$ cat src/rtl/gen_trafico_pkg.sv
// Shared state encoding, mode constants and helpers for the traffic generator.
package gen_trafico_pkg;

  typedef enum logic [2:0] {
    IDLE,
    CONFIG,
    SEND,
    DRAIN,
    DONE
  } state_t;

  localparam logic MODE_FIXED = 1'b0;
  localparam logic MODE_RR    = 1'b1;
  localparam int   ERR_CNT_W  = 8;

  function automatic int unsigned count_ones(input logic [31:0] v);
    int unsigned n;
    n = 0;
    for (int k = 0; k < 32; k++) n = n + 32'(v[k]);
    return n;
  endfunction

endpackage

$ cat src/rtl/checker_salida.sv
// Per-output checker: turns a pop into a valid word one cycle later and compares
// it against the expected header/payload sequence for output I.
module checker_salida
  import gen_trafico_pkg::*;
#(
  parameter int DATA_W = 6,
  parameter int HDR_W  = 2,
  parameter int I      = 0
) (
  input  logic                     clk,
  input  logic                     reset,
  input  logic                     clr,
  input  logic                     en,
  input  logic                     mode,
  input  logic [DATA_W-HDR_W-1:0]  step,
  input  logic                     pop,
  input  logic [DATA_W-1:0]        data,
  output logic                     valid,
  output logic                     mismatch
);

  localparam int PW = DATA_W - HDR_W;

  logic          pop_q;
  logic [PW-1:0] exp_val;

  always_ff @(posedge clk or negedge reset) begin
    if (!reset) begin
      pop_q   <= 1'b0;
      exp_val <= '0;
    end else if (clr) begin
      pop_q   <= 1'b0;
      exp_val <= (mode == MODE_RR) ? PW'(I) : '0;
    end else begin
      pop_q <= pop;
      if (valid) exp_val <= exp_val + step;
    end
  end

  assign valid    = pop_q & en;
  assign mismatch = valid && ((data[DATA_W-1 -: HDR_W] != HDR_W'(I)) ||
                              (data[PW-1:0] != exp_val));

endmodule

$ cat src/rtl/generador_trafico.sv
// Traffic generator and self-checker for the interconnect device.
// Define GEN_CHECKER_EN to build the per-output comparators and err_count.
module generador_trafico
  import gen_trafico_pkg::*;
#(
  parameter int DATA_W  = 6,
  parameter int HDR_W   = 2,
  parameter int N_OUT   = 2,
  parameter int CNT_W   = 16,
  parameter int TIMEOUT = 64
) (
  input  logic                    clk,
  input  logic                    reset,
  input  logic                    start,
  input  logic                    mode,
  input  logic [HDR_W-1:0]        class_sel,
  input  logic [CNT_W-1:0]        burst_len,
  input  logic                    MAIN_FIFO_pause,
  input  logic [N_OUT-1:0]        next_pop,
  input  logic [N_OUT*DATA_W-1:0] data_out,
  output logic                    init,
  output logic [DATA_W-1:0]       data_in,
  output logic                    push_data_in,
  output logic [N_OUT-1:0]        pop,
  output logic                    done,
  output logic                    pass,
  output logic                    timeout,
  output logic [ERR_CNT_W-1:0]    err_count
);

  localparam int PW     = DATA_W - HDR_W;
  localparam int IDLE_W = $clog2(TIMEOUT + 1);

  state_t               state, state_nx;
  logic                 mode_q;
  logic [HDR_W-1:0]     class_q, hdr;
  logic [CNT_W-1:0]     burst_q, sent_cnt, recv_cnt;
  logic [PW-1:0]        payload;
  logic [IDLE_W-1:0]    idle_cnt;
  logic                 pause_q, timeout_q;
  logic [N_OUT-1:0]     valid;
  logic [ERR_CNT_W-1:0] err_q;
  logic                 clr, active, any_valid, last_push, drain_full, drain_expire;

  assign clr          = (state == CONFIG);
  assign active       = (state == SEND) || (state == DRAIN);
  assign any_valid    = |valid;
  assign push_data_in = (state == SEND) && !pause_q;
  assign last_push    = push_data_in && (sent_cnt + CNT_W'(1) == burst_q);
  assign drain_full   = (recv_cnt == burst_q);
  assign drain_expire = !any_valid && (idle_cnt == IDLE_W'(TIMEOUT - 1));

  always_comb begin
    state_nx = state;
    unique case (state)
      IDLE, DONE: if (start) state_nx = CONFIG;
      CONFIG:     state_nx = (burst_q == '0) ? DONE : SEND;
      SEND:       if (last_push) state_nx = DRAIN;
      DRAIN:      if (drain_full || drain_expire) state_nx = DONE;
      default:    state_nx = IDLE;
    endcase
  end

  // Run parameters are captured as the FSM enters CONFIG so CONFIG itself sees them.
  always_ff @(posedge clk or negedge reset) begin
    if (!reset) begin
      state   <= IDLE;
      mode_q  <= MODE_FIXED;
      class_q <= '0;
      burst_q <= '0;
    end else begin
      state <= state_nx;
      if ((state == IDLE || state == DONE) && start) begin
        mode_q  <= mode;
        class_q <= class_sel;
        burst_q <= burst_len;
      end
    end
  end

  always_ff @(posedge clk or negedge reset) begin
    if (!reset) begin
      payload   <= '0;
      hdr       <= '0;
      sent_cnt  <= '0;
      recv_cnt  <= '0;
      idle_cnt  <= '0;
      pause_q   <= 1'b0;
      timeout_q <= 1'b0;
    end else begin
      pause_q <= MAIN_FIFO_pause;
      if (clr) begin
        payload   <= '0;
        hdr       <= (mode_q == MODE_RR) ? '0 : class_q;
        sent_cnt  <= '0;
        recv_cnt  <= '0;
        idle_cnt  <= '0;
        timeout_q <= 1'b0;
      end else begin
        if (push_data_in) begin
          payload  <= payload + PW'(1);
          sent_cnt <= sent_cnt + CNT_W'(1);
          if (mode_q == MODE_RR)
            hdr <= (hdr == HDR_W'(N_OUT - 1)) ? '0 : hdr + HDR_W'(1);
        end
        recv_cnt <= recv_cnt + CNT_W'(count_ones(32'(valid)));
        if (state == DRAIN) idle_cnt <= any_valid ? '0 : idle_cnt + IDLE_W'(1);
        if (state == DRAIN && !drain_full && drain_expire) timeout_q <= 1'b1;
      end
    end
  end

`ifdef GEN_CHECKER_EN
  logic [N_OUT-1:0]   mismatch;
  logic [PW-1:0]      step;
  logic [ERR_CNT_W:0] err_sum;

  assign step = (mode_q == MODE_RR) ? PW'(N_OUT) : PW'(1);

  for (genvar g = 0; g < N_OUT; g++) begin : g_chk
    checker_salida #(
      .DATA_W (DATA_W),
      .HDR_W  (HDR_W),
      .I      (g)
    ) u_chk (
      .clk      (clk),
      .reset    (reset),
      .clr      (clr),
      .en       (active),
      .mode     (mode_q),
      .step     (step),
      .pop      (pop[g]),
      .data     (data_out[g*DATA_W +: DATA_W]),
      .valid    (valid[g]),
      .mismatch (mismatch[g])
    );
  end

  assign err_sum = {1'b0, err_q} + (ERR_CNT_W + 1)'(count_ones(32'(mismatch)));

  always_ff @(posedge clk or negedge reset) begin
    if (!reset)   err_q <= '0;
    else if (clr) err_q <= '0;
    else          err_q <= err_sum[ERR_CNT_W] ? '1 : err_sum[ERR_CNT_W-1:0];
  end
`else
  logic [N_OUT-1:0] pop_q;
  logic             unused_data;

  always_ff @(posedge clk or negedge reset) begin
    if (!reset)   pop_q <= '0;
    else if (clr) pop_q <= '0;
    else          pop_q <= pop;
  end

  assign valid       = pop_q & {N_OUT{active}};
  assign err_q       = '0;
  assign unused_data = ^data_out;
`endif

  assign init      = clr;
  assign done      = (state == DONE);
  assign pop       = active ? next_pop : '0;
  assign data_in   = (state == SEND) ? {hdr, payload} : '0;
  assign timeout   = timeout_q;
  assign err_count = err_q;
  assign pass      = done && (err_q == '0) && !timeout_q;

endmodule

$ cat config.mk
export PLATFORM = sky130hd
export DESIGN_NAME = generador_trafico
export DESIGN_NICKNAME = d
export VERILOG_FILES = /design/src/rtl/gen_trafico_pkg.sv /design/src/rtl/checker_salida.sv /design/src/rtl/generador_trafico.sv
export SDC_FILE = /design/constraint.sdc
export NUM_CORES = 1
export LEC_CHECK = 0
export CORE_UTILIZATION = 25
export CTS_CLUSTER_DIAMETER = 150
export DETAILED_ROUTE_END_ITERATION = 8
export PLACE_DENSITY_LB_ADDON = 0.12
export SLEW_MARGIN = 15
export SYNTH_ARGS = -nofsm -noshare
export SYNTH_HDL_FRONTEND = slang
export SYNTH_SLANG_ARGS = --single-unit
$ cat constraint.sdc
create_clock -name clk -period 3.78 [get_ports clk]
set_clock_uncertainty 0.05 [all_clocks]
set_input_delay 0.756 -clock clk [delete_from_list [all_inputs] [get_ports clk]]
set_output_delay 0.756 -clock clk [all_outputs]
set_load 0.03 [all_outputs]
==> results of run 1 <==
cells in the final DEF (no fill, tap or decap), drive strengths merged, types with 2 or more instances in the layout:
cell and instances:
or3 5, mux2i 3, nor3b 4, ha 4, nand2 33, nor2 33, dfrtp 71, a21oi 8
nand3 16, and2 20, o41ai 3, nor3 6, nor4 10, xor2 31, buf 6, nor2b 2
mux2 18, and3 7, conb 8, a31oi 3, nand4 11, clkbuf 13, a21boi 2, nand2b 2
clkdlybuf4s50 36, o21ai 36, and4 3, xnor2 22, clkinv 2, inv 5, o31ai 10
sequential cells by signal, summed over array words and instances, names as in the netlist:
register / count
pause_q: 1
class_q: 2
hdr: 2
idle_cnt: 7
recv_cnt: 16
timeout: 1
payload: 4
mode_q: 1
burst_q: 16
state: 3
sent_cnt: 16
pop_q: 2
stage by stage:
stage | area [µm²] | setup slack, ps
after floorplan | 4080 | 1500
after global placement | 4580 | 957
after detailed placement | 4580 | 966
after CTS | 4850 | 569
after global routing | 4850 | 462
final | 4850 | 615
Yosys cell counts (all sizes together), types with 5 or more instances:
cell / instances / area share, %
o21ai: 36 / 4.4
mux2: 18 / 5.0
o31ai: 10 / 1.9
nor2: 33 / 3.2
nor4: 10 / 1.9
buf: 22 / 3.8
or3: 5 / 0.77
and3: 7 / 1.1
dfrtp: 71 / 44
a21oi: 8 / 0.99
nand2: 33 / 3.1
inv: 5 / 0.52
clkbuf: 5 / 0.52
nor3: 6 / 0.99
xnor2: 22 / 4.8
and2: 20 / 3.1
nand4: 11 / 1.9
xor2: 31 / 6.7
nand3: 16 / 2.2
worst paths after layout:
kind                            startpoint            to  slack [ps]  cells after the start
worst max-delay path              state[0]          init         610                      4
worst min-delay path                mode_q        hdr[0]         450                      1
worst max register to register    state[2]   recv_cnt[8]        1270                      7
worst min register to register      mode_q        hdr[0]         450                      1
max in group asynchronous            reset  recv_cnt[15]        2430                      2
min in group asynchronous            reset    payload[3]         590                      2
area by class of cell:
cell class / count / area [µm²] / share of cell area (%)
timing repair buffer: 42 / 403 / 8.30
clock buffer: 13 / 260 / 5.36
clock inverter: 3 / 17.5 / 0.361
multi-input combinational: 315 / 2100 / 43.4
inverter: 5 / 21.3 / 0.438
sequential: 71 / 1780 / 36.6
tap: 216 / 270 / 5.57
routing by layer:
metal	GRT usage [%]	vias to the layer above	part of all wire [%]
li1	-	1505	-
met1	17.7	1513	50
met2	19.4	50	45
met3	2.39	15	2.3
met4	7.82	0	3.2
met5	0	-	0
power groups by stage:
stage / logic, µW / clock network (µW) / registers, µW
after floorplan: 910 / 0 / 1130
final: 1130 / 813 / 1230
after CTS: 1160 / 844 / 1240
after global routing: 1260 / 873 / 1270
after global placement: 1130 / 0 / 1250
after detailed placement: 1150 / 0 / 1250
cells by family (layout without fill, tap and decap cells):
family | Yosys count | in the layout
AO/OA/AOI/OAI | 72 | 72
XOR/XNOR | 53 | 53
adder cells (fa/ha/maj) | 5 | 5
buffers and inverters | 32 | 63
flip-flops | 71 | 71
multiplexers | 21 | 21
other | 1 | 8
AND/OR/NAND/NOR | 156 | 156
worst max-delay path, delay by kind of cell (launching register included):
family | cells | cell delay [ps]
buffers and inverters | 2 | 780
DFF | 1 | 520
and+or+nand+nor | 2 | 710
==> flow_summary.toml, run 1 <==
[status]
status = "finished, final reports clean"

[setup_path]
crit_chain = "nand2b_1, or2_1, inv_4, clkdlybuf4s50_1"
worstSetupStartpointType = "register"
critPathCaptureType = "output port"
crit_type = "register to output port"
crit_slowest_cell = "clkdlybuf4s50_1"
critPathRequiredTime_ps = 2970
crit_arrival_ps = 2360
cpPeakStageDelay_ps = 680
worstPathMaxFanout = 9

[power]
power_frac_seq_pct = 38.7
p_sw_uw = 1210
p_comb_share_pct = 35.6
swShare_pct = 38.3
irDropWorstVdd_mv = 0.219
power.share.clock_pct = 25.7
p_leak_uw = 0.00200
p_int_uw = 1960
pwr_density_cell_mw_per_mm2 = 653
total_power_uw = 3170

[yosys]
synth_compound_area_share_pct = 10.9
ys_seq_area_share_pct = 43.8
netlist_area_mm2 = 0.00405
synth_ff_type = "dfrtp_1"
ys_seq_elements = 71
avgSynthCellArea_um2 = 9.86
synth_top_family_by_area = "simple AND/OR/NAND/NOR gates"
synth_simple_gate_area_share_pct = 21.4
synth_cell_type_count = 60
synth_adder_area_share_pct = 1.73
synthCells = 411
async_flop_share_pct = 100
synthMuxAreaShare_pct = 5.74
synth_edf_count = 0
synth_xor_area_share_pct = 11.5
yosys_warnings = 0

[clock_network]
path_clk_slew_ps = 60
tritoncts = "yes"
cts-resized-gates = 0
cts_buffer_depth = 2
h-tree-depth = 3
cts_root_buffer = "clkbuf_16"
cts_hold_buf = 0
cts_buffers = 9
cts_sinks = 71
clk_latency_ps = 350
post_cts_buffers = 0

[global_routing]
grt_pass1_wl_um = 16400
grt_max_degree = 72
overflow = 0
grt_usage_pct = 13.1
grt_antenna_before_repair = 0
grt_pass1_vias = 2967

[floorplanning]
die_h_um = 129
die_area_mm2 = 0.0167
design.core.area_mm2 = 0.0158
die_w_um = 129
num_rows = 46
ios = 58
initial_core_util_pct = 25.6

[routing]
dr.pass1.iters = 4
drt_iter0_markers = 167
num_vias = 3083
wire_per_inst_um = 14.7
vias_per_cell = 4.64
drt_wl_total_um = 9790
post-route-drc-count = 0
ant_nets = 0

[timing]
period_needed_ps = 3170
rsz0062_at_grt = "false"
setup_viol = 0
hold_violations = 0
tightest_slew_ps = 987
drv_slew = 0
max_freq_mhz = 316
holdWs_ps = 448
final.setup.tns_ps = 0
period_share_pct = 83.7
slew_headroom_pct = 34.2

[placement]
gp_congestion = 0.727
dpl.hpwl_um = 6810
numPortBuffers = 37
dp.cells = 649

[run]
maxCapViolations = 0

[final_layout]
fillers = 1649
drive_above_1_share_pct = 11.8
instances_no_fill = 665
layout.nets = 486
fin_util_pct = 30.7
diodes = 0
syn_to_final_growth_pct = 19.8

[worst_hold_path]
hold_class = "register to register"
Note: power is estimated with default switching activity, not from simulation.
==> run 2: changes to the inputs <==
==> constraint.sdc (replaced) <==
create_clock -name clk -period 3.31 [get_ports clk]
set_clock_uncertainty 0.05 [all_clocks]
set_input_delay 0.662 -clock clk [delete_from_list [all_inputs] [get_ports clk]]
set_output_delay 0.662 -clock clk [all_outputs]
set_load 0.03 [all_outputs]
==> run 2 against run 1 <==
- via count decreased by 3.0%
- core utilization increased by 0.071 points
- critical path type unchanged
- cell area rose by 0.23%
- hold slack is essentially flat
- first-iteration DRC count is 7.2% lower
- setup slack got worse by 380 ps
- wire length fell by 0.36%
- die area unchanged
- final cell count stayed put
==> flow_summary.toml, run 2 (synthesis results as in run 1) <==
[final_layout]
diodes = 0
layout.nets = 486
final_common_cell = "dfrtp_1"
syn_to_final_growth_pct = 20.0
drive_above_1_share_pct = 12.2
final_cell_mix = "71 x dfrtp_1, 36 x clkdlybuf4s50_1, 33 x nand2_1"
top_regs = "burst_q: 16 flops, recv_cnt: 16 flops, sent_cnt: 16 flops"

[setup_path]
crit_type = "register to output port"
worstPathMaxFanout = 9
critPathRequiredTime_ps = 2600
crit_slowest_cell = "clkdlybuf4s50_1"
cpLargestDelayFamily = "buffers and inverters"
crit_chain = "nand2b_1, or2_1, inv_4, clkdlybuf4s50_1"
path_buf_inv = 2
crit_arrival_ps = 2370
cpPeakStageDelay_ps = 680
worstSetupStartpointType = "register"
critPathCaptureType = "output port"

[clock_network]
cts_buffer_depth = 2
cts_buffers = 9
post_cts_buffers = 0
h-tree-depth = 3
cts_hold_buf = 0
cts_sinks = 71
cts_root_buffer = "clkbuf_16"
tritoncts = "yes"
cts-resized-gates = 0
clk_latency_ps = 340
path_clk_slew_ps = 60

[power]
pwr_density_cell_mw_per_mm2 = 749
p_leak_uw = 0.00201
power_frac_seq_pct = 38.4
swShare_pct = 37.8
p_int_uw = 2270
irDropWorstVdd_mv = 0.232
p_comb_share_pct = 35.2
p_sw_uw = 1380
power.share.clock_pct = 26.3

[placement]
gp_congestion = 0.765
post-place-ws_ps = 581
numPortBuffers = 37
dpl.hpwl_um = 6870

[timing]
final.setup.tns_ps = 0
rsz0062_at_grt = "false"
fin_ws_ps = 233
max_freq_mhz = 325
hold_violations = 0
slew_headroom_pct = 36.7
setup_viol = 0
period_share_pct = 93.0
drv_slew = 0
tightest_slew_ps = 950
period_needed_ps = 3080

[routing]
wire_per_inst_um = 14.7
dr.pass1.iters = 4
drt_iter0_markers = 155
vias_per_cell = 4.50
post-route-drc-count = 0
num_vias = 2992
ant_nets = 0
drt_wl_total_um = 9760

[floorplanning]
die_area_mm2 = 0.0167
design.core.area_mm2 = 0.0158
ios = 58
initial_core_util_pct = 25.6
die_w_um = 129
num_rows = 46
die_h_um = 129

[global_routing]
overflow = 0
grt_antenna_before_repair = 0
grt_pass1_wl_um = 16300
grt_max_degree = 72
grt_pass1_vias = 3077
grt_usage_pct = 12.9

[run]
maxCapViolations = 0

[status]
status = "finished, final reports clean"

[worst_hold_path]
hold_class = "register to register"
## run 2: final timing paths
check / startpoint / to / slack (ps) / cells after the start
max: state[0] / init / 230 / 4
min: mode_q / hdr[0] / 450 / 1
max reg2reg: state[1] / recv_cnt[14] / 840 / 9
min reg2reg: mode_q / hdr[0] / 450 / 1
max in group asynchronous: reset / burst_q[12] / 2080 / 2
min in group asynchronous: reset / pause_q / 480 / 2
## run 2: per-layer routing
layer  GRT usage, %  share of wire (%)  vias up
li1               -                  -     1496
met1           16.9                 49     1450
met2           20.7                 47       37
met3           2.31                2.5        9
met4           5.81                1.7        0
met5              0                  0        -
## run 2: power groups by stage
stage | sequential (µW) | combinational (µW) | clock [µW]
2_1_floorplan | 1290 | 1040 | 0
3_3_place_gp | 1430 | 1290 | 0
3_5_place_dp | 1430 | 1300 | 0
4_1_cts | 1420 | 1310 | 993
5_1_grt | 1450 | 1440 | 1030
6_report | 1400 | 1280 | 960
## run 2: layout make-up
class                           count  area (µm²)
Inverter                            5        21.3
Timing Repair Buffer               42         403
Sequential cell                    71        1780
Tap cell                          216         270
Multi-Input combinational cell    315        2100
Clock buffer                        9         225
Fill cell                        1647       11000
Clock inverter                      7        63.8
## run 2: metrics by stage
stage	std cells	total power [µW]	util, %	hold slack [ps]	cell area (µm²)
after floorplan	418	2330	-	316	4080
after global placement	649	2710	28.9	444	4580
after detailed placement	649	2740	28.9	449	4580
after CTS	665	3720	30.7	457	4860
after global routing	665	3920	30.7	474	4860
final	665	3640	30.7	448	4860
